## src/rtl/pool_pkg.sv

```systemverilog
// Shared types for the pooling feature-map interface: word and whole-window views
// used by the window loader and the pool wrapper.
package pool_pkg;
  localparam int DATA_W = 16;
  localparam int WIN    = 64;
  localparam int CNT_W  = 16;

  typedef logic [DATA_W-1:0] fm_word_t;
  typedef fm_word_t fm_win_t [0:WIN-1];
endpackage

```

## src/rtl/fm_bank.sv

```systemverilog
// One window-sized register bank: single-lane write port, whole-window read,
// and a clear that takes priority over the write.
module fm_bank #(
  parameter int DATA_W = 16,
  parameter int WIN    = 64,
  parameter int AW     = $clog2(WIN)
) (
  input  logic              clk,
  input  logic              rst,
  input  logic              we,
  input  logic [AW-1:0]     waddr,
  input  logic [DATA_W-1:0] wdata,
  input  logic              clr,
  output logic [DATA_W-1:0] rdata [0:WIN-1]
);

  logic [DATA_W-1:0] mem [0:WIN-1];

  // Clearing on release is what leaves the tail of a short window at zero.
  always_ff @(posedge clk) begin
    if (!rst || clr) begin
      for (int i = 0; i < WIN; i++) mem[i] <= '0;
    end else if (we) begin
      mem[waddr] <= wdata;
    end
  end

  always_comb begin
    for (int i = 0; i < WIN; i++) rdata[i] = mem[i];
  end

endmodule

```

## src/rtl/fm_window_loader.sv

```systemverilog
// Ping-pong window loader: one bank fills from the word stream while the other
// is presented on fm_out until the pool side takes it.
module fm_window_loader #(
  parameter int DATA_W = pool_pkg::DATA_W,
  parameter int WIN    = pool_pkg::WIN,
  parameter int CNT_W  = pool_pkg::CNT_W
) (
  input  logic              clk,
  input  logic              rst,
  input  logic [DATA_W-1:0] s_data,
  input  logic              s_valid,
  input  logic              s_last,
  output logic              s_ready,
  output logic [DATA_W-1:0] fm_out [0:WIN-1],
  output logic              fm_valid,
  input  logic              fm_ready,
  output logic              err_short,
  output logic [CNT_W-1:0]  win_count
);

  localparam int AW = $clog2(WIN);
  localparam logic [AW-1:0] LAST_LANE = AW'(WIN - 1);

  logic [1:0]        full;
  logic              wbank;
  logic              rbank;
  logic [AW-1:0]     wp;
  logic              accept;
  logic              close;
  logic              hand_off;
  logic [1:0]        we;
  logic [1:0]        clr;
  logic [DATA_W-1:0] rdata0 [0:WIN-1];
  logic [DATA_W-1:0] rdata1 [0:WIN-1];

  // Ready depends on registered state only, so no combinational path from the stream or the consumer.
  assign s_ready  = !full[wbank];
  assign accept   = s_valid && s_ready;
  assign close    = accept && (s_last || (wp == LAST_LANE));
  assign fm_valid = full[rbank];
  assign hand_off = fm_valid && fm_ready;

  assign we  = {accept && wbank, accept && !wbank};
  assign clr = {hand_off && rbank, hand_off && !rbank};

  fm_bank #(.DATA_W(DATA_W), .WIN(WIN), .AW(AW)) u_bank0 (
    .clk   (clk),
    .rst   (rst),
    .we    (we[0]),
    .waddr (wp),
    .wdata (s_data),
    .clr   (clr[0]),
    .rdata (rdata0)
  );

  fm_bank #(.DATA_W(DATA_W), .WIN(WIN), .AW(AW)) u_bank1 (
    .clk   (clk),
    .rst   (rst),
    .we    (we[1]),
    .waddr (wp),
    .wdata (s_data),
    .clr   (clr[1]),
    .rdata (rdata1)
  );

  always_comb begin
    for (int i = 0; i < WIN; i++) fm_out[i] = rbank ? rdata1[i] : rdata0[i];
  end

  // A close and a hand-off in the same cycle always target different banks.
  always_ff @(posedge clk) begin
    if (!rst) begin
      full      <= '0;
      wbank     <= 1'b0;
      rbank     <= 1'b0;
      wp        <= '0;
      err_short <= 1'b0;
      win_count <= '0;
    end else begin
      err_short <= accept && s_last && (wp != LAST_LANE);
      if (hand_off) begin
        full[rbank] <= 1'b0;
        rbank       <= !rbank;
        win_count   <= win_count + 1'b1;
      end
      if (accept) begin
        if (close) begin
          full[wbank] <= 1'b1;
          wbank       <= !wbank;
          wp          <= '0;
        end else begin
          wp <= wp + 1'b1;
        end
      end
    end
  end

endmodule

```

## config.mk

```make
export PLATFORM = sky130hd
export DESIGN_NAME = fm_window_loader
export DESIGN_NICKNAME = d
export VERILOG_FILES = /design/src/rtl/pool_pkg.sv /design/src/rtl/fm_bank.sv /design/src/rtl/fm_window_loader.sv
export SDC_FILE = /design/constraint.sdc
export NUM_CORES = 2
export LEC_CHECK = 0
export BUFFER_PORTS_ARGS = -buffer_cell sky130_fd_sc_hd__buf_4
export CORE_MARGIN = 5
export CORE_UTILIZATION = 44
export DETAILED_ROUTE_END_ITERATION = 12
export GPL_TIMING_DRIVEN = 0
export SLEW_MARGIN = 10
export SYNTH_ARGS = -nofsm -noshare
export SYNTH_HDL_FRONTEND = slang
export SYNTH_SLANG_ARGS = --single-unit
```

## constraint.sdc

```tcl
create_clock -name clk -period 3.2 [get_ports clk]
set_input_delay 0.32 -clock clk [delete_from_list [all_inputs] [get_ports clk]]
set_output_delay 0.32 -clock clk [all_outputs]
set_load 0.005 [all_outputs]
```

==> results.sh <==
export IMPL_synth_top_area_share_pct=67.6
export IMPL_ys_warnings_count=0
export IMPL_avgSynthCellArea_um2=14.9
export IMPL_io_buffers=1044
export IMPL_dr_first_iter_drc_count=6497
export IMPL_r2r_start="full[0]$_SDFF_PN0_"
export IMPL_coreArea_um2=205000
export IMPL_grt_pass1_wl_mm=476
export IMPL_yosysSeqAreaShare_pct=68.2
export IMPL_drcViolationCount=0
export IMPL_maxSlewHeadroom_pct=9.03
export IMPL_leakage_uw=0.0430
export IMPL_path_max_fanout=10
export IMPL_critPathTopFamily="simple AND/OR/NAND/NOR gates"
export IMPL_synth_cells=6095
export IMPL_ctsHtreeMaxLevel=4
export IMPL_row_count=166
export IMPL_pwr_share_seq_pct=50.1
export IMPL_postSynth_asyncResetShare_pct=0
export IMPL_gr_total_overflow=0
export IMPL_timing_critical_path_buf_inv=2
export IMPL_irDropWorstVdd_uv=561
export IMPL_synthTopCellsByArea="edfxtp_1, and2_1, mux2_2"
export IMPL_max_cap_viol_count=0
export IMPL_grt_pass1_vias=56800
export IMPL_cts_buffers_inserted=218
export IMPL_initial_core_util_pct=44.3
export IMPL_rsz0062_at_grt="no"
export IMPL_p_comb_share_pct=11.3
export IMPL_r2r_end="u_bank0.mem[20][13]$_SDFFCE_PN0P_"
export IMPL_place_area_um2=105000
export IMPL_drtAntennaViolNets=0
export IMPL_reg2reg_depth=6
export IMPL_track_usage_pct=31.8
export IMPL_place_ws_ns=-1.09
export IMPL_synth_edf_count=2048
export IMPL_fmax_mhz=317
export IMPL_wl_mm=353
export IMPL_powerDensity_nw_per_um2=561
export IMPL_cts_tree="built"
export IMPL_synthFlopType="edfxtp_1"
export IMPL_r2r_setup_slack_ns=0.04
export IMPL_fin_crit_sh_pct=98.6
export IMPL_maxSlewViolCount=0
export IMPL_io_pins=1064
export IMPL_p_switching_uw=15500
export IMPL_dpl_hpwl_mm=259
export IMPL_p_clk_share_pct=38.6
export IMPL_routedWlPerCell_um=33.9
export IMPL_layout_setup_ws_ns=0.0445
export IMPL_dr_pass1_iters=6
export IMPL_fin_area_um2=112000
export IMPL_cpMaxStageDelayCell="buf_2"
export IMPL_drive_gt1_share_pct=37.9
export IMPL_cp_end_kind="register"
export IMPL_dieWidth_um=465
export IMPL_final_instance_count_excl_fill=10400
export IMPL_hp_class="in2reg"
export IMPL_synth_seq_cells=2075
export IMPL_synth_nets=6118
export IMPL_hold_viol=0
export IMPL_synth_area_leader_cell="edfxtp_1"
export IMPL_cp_start_kind="register"
export IMPL_worst_pin_slew_ns=1.36
export IMPL_finClkSkew_ns=0.0385
export IMPL_crit_end="u_bank0.mem[20][13]$_SDFFCE_PN0P_"
export IMPL_critical_path_depth=6
export IMPL_critPathKind="reg2reg"
export IMPL_path_clk_slew_ns=0.06
export IMPL_cpPeakStageDelay_ns=0.81
export IMPL_status="completed"
export IMPL_die_h_um=465
export IMPL_area_growth_pct=22.9
export IMPL_dieArea_um2=216000
export IMPL_dp_cells=9962
export IMPL_p_int_uw=47200
export IMPL_root_buffer="clkbuf_16"
export IMPL_num_vias=57400
export IMPL_cts_buffer_depth=3
export IMPL_nets=7529
export IMPL_grt_max_degree=17
export IMPL_worstPathRequired_ns=3.81
export IMPL_path_cells="and4bb_2 > nand2_2 > buf_2 > nor2_2 > clkbuf_1 > and2_1"
export IMPL_finalCriticalPeriod_ns=3.16
export IMPL_gp_congestion=0.872
export IMPL_numClockSinks=2075
export IMPL_antenna_found_initial=37
export IMPL_clk_latency_ns=0.88
export IMPL_yosysUniqueCellTypes=51
export IMPL_setup_viol=0
export IMPL_syn_area_um2=90900
export IMPL_crit_start="full[0]$_SDFF_PN0_"
export IMPL_fill_cells=17000
export IMPL_swShare_pct=24.7
export IMPL_cp_arrival_ns=3.77
export IMPL_p_total_uw=62700
export IMPL_viasPerCell=5.52
==> cell usage after synthesis, types with 3 or more instances <==
| library cell | count |
|---|---|
| nor2_1 | 75 |
| nand2_2 | 12 |
| xnor2_1 | 8 |
| nor2_4 | 7 |
| dfxtp_1 | 27 |
| nor3_1 | 4 |
| nor2_2 | 65 |
| edfxtp_1 | 2048 |
| and2_1 | 2049 |
| or3_1 | 3 |
| buf_2 | 114 |
| nor4_1 | 3 |
| nand4_1 | 3 |
| and3b_1 | 6 |
| or3b_1 | 4 |
| buf_1 | 9 |
| a31oi_1 | 3 |
| xor2_1 | 8 |
| clkbuf_2 | 24 |
| mux2_2 | 1024 |
| nand3_1 | 13 |
| nand2_1 | 28 |
| clkbuf_1 | 374 |
| o21ai_0 | 134 |
| nor3b_2 | 3 |
| a21oi_1 | 7 |
| nand3b_1 | 4 |
| and3_1 | 4 |
==> sequential cells by signal (all words and copies together) (netlist names) <==
register and flops:
err_short 1, full 2, rbank 1, u_bank0.mem 1024, u_bank1.mem 1024, wbank 1, win_count 16, wp 6
==> kinds of logic (layout without fill, tap and decap cells) <==
kind of cell | count (synthesis) | after routing | share of synthesized area, %
and+or+nand+nor | 2299 | 2299 | 15.6
other | 0 | 31 | 0
AOI/OAI and AO/OA | 148 | 148 | 0.828
DFF | 2075 | 2075 | 68.2
muxes | 1026 | 1026 | 12.7
xor gates and xnor gates | 16 | 16 | 0.154
adders and majority gates | 2 | 2 | 0.0275
buffers and inverters | 529 | 2110 | 2.40
==> layer usage <==
metal / part of all wire [%] / up-vias / track usage [%]
met3: 9.2 / 543 / 7.99
li1: - / 24300 / -
met2: 46 / 2856 / 50.6
met1: 39 / 29700 / 41.4
met4: 5.3 / 10 / 14.4
met5: 0.018 / - / 0
==> layout make-up <==
type	count	area, µm²	share of cell area [%]
plain buffers	525	2370	2.12
inverters	4	15.0	0.0134
diodes	31	77.6	0.0694
clock buffers	267	5700	5.11
repair buffers	1191	10000	8.98
flip-flops and latches	2075	62000	55.5
clock inverters	123	905	0.810
well taps	2688	3360	3.01
multi-input cells	3491	27200	24.3
==> per-stage QoR <==
stage	utilization, %	setup TNS [ns]	hold slack (ns)
after floorplan	-	0	0.439
after global placement	49.8	-3305.33	0.481
after detailed placement	51.0	-595.57	0.489
after CTS	54.4	0	0.240
after global routing	54.4	0	0.267
final	54.4	0	0.310
==> cells in the final DEF, fill, tap and decap left out, drive strengths merged, types with 31 or more instances in the layout <==
master and instances:
mux2 1024, and2 2049, nand2 40, o21ai 135, nor2 147, clkinv 101, diode 31, edfxtp 2048
clkbuf 665, buf 1306
==> worst min path at each step <==
stage / cells past startpoint / end / slack, ns / start
after floorplan: 2 / err_short$_SDFF_PN0_ / 0.44 / s_last
after CTS: 2 / u_bank0.mem[21][1]$_SDFFCE_PN0P_ / 0.24 / s_data[1]
final: 2 / u_bank0.mem[20][1]$_SDFFCE_PN0P_ / 0.31 / s_data[1]
after global routing: 2 / u_bank0.mem[23][9]$_SDFFCE_PN0P_ / 0.27 / s_data[9]
after global placement: 2 / win_count[15]$_SDFFE_PN0N_ / 0.48 / win_count[15]$_SDFFE_PN0N_
after detailed placement: 2 / win_count[15]$_SDFFE_PN0N_ / 0.49 / win_count[15]$_SDFFE_PN0N_
==> what timing repair did <==
item | CTS | global route
setup endpoints to repair | 2127 | 62
hold buffers | 12 | 0
gates resized for setup | 91 | 6
hold endpoints to repair | 18 | 0
buffers inserted | 0 | 0
==> worst reg2reg max path: cells and delay by family, from the launching register on <==
kind	cells	cell delay, ns
buffers and inverters	2	1.10
DFF	1	0.48
and+or+nand+nor	4	1.32
==> power groups by stage <==
| stage | combinational, µW | clock (µW) | sequential, µW |
|---|---|---|---|
| final | 7070 | 24200 | 31400 |
| after global routing | 7260 | 25400 | 31500 |
| after global placement | 6600 | 0 | 32000 |
| after detailed placement | 7010 | 0 | 32000 |
| after CTS | 7090 | 24300 | 31400 |
| after floorplan | 2460 | 0 | 31900 |
Power figures use the tool's default switching activity.
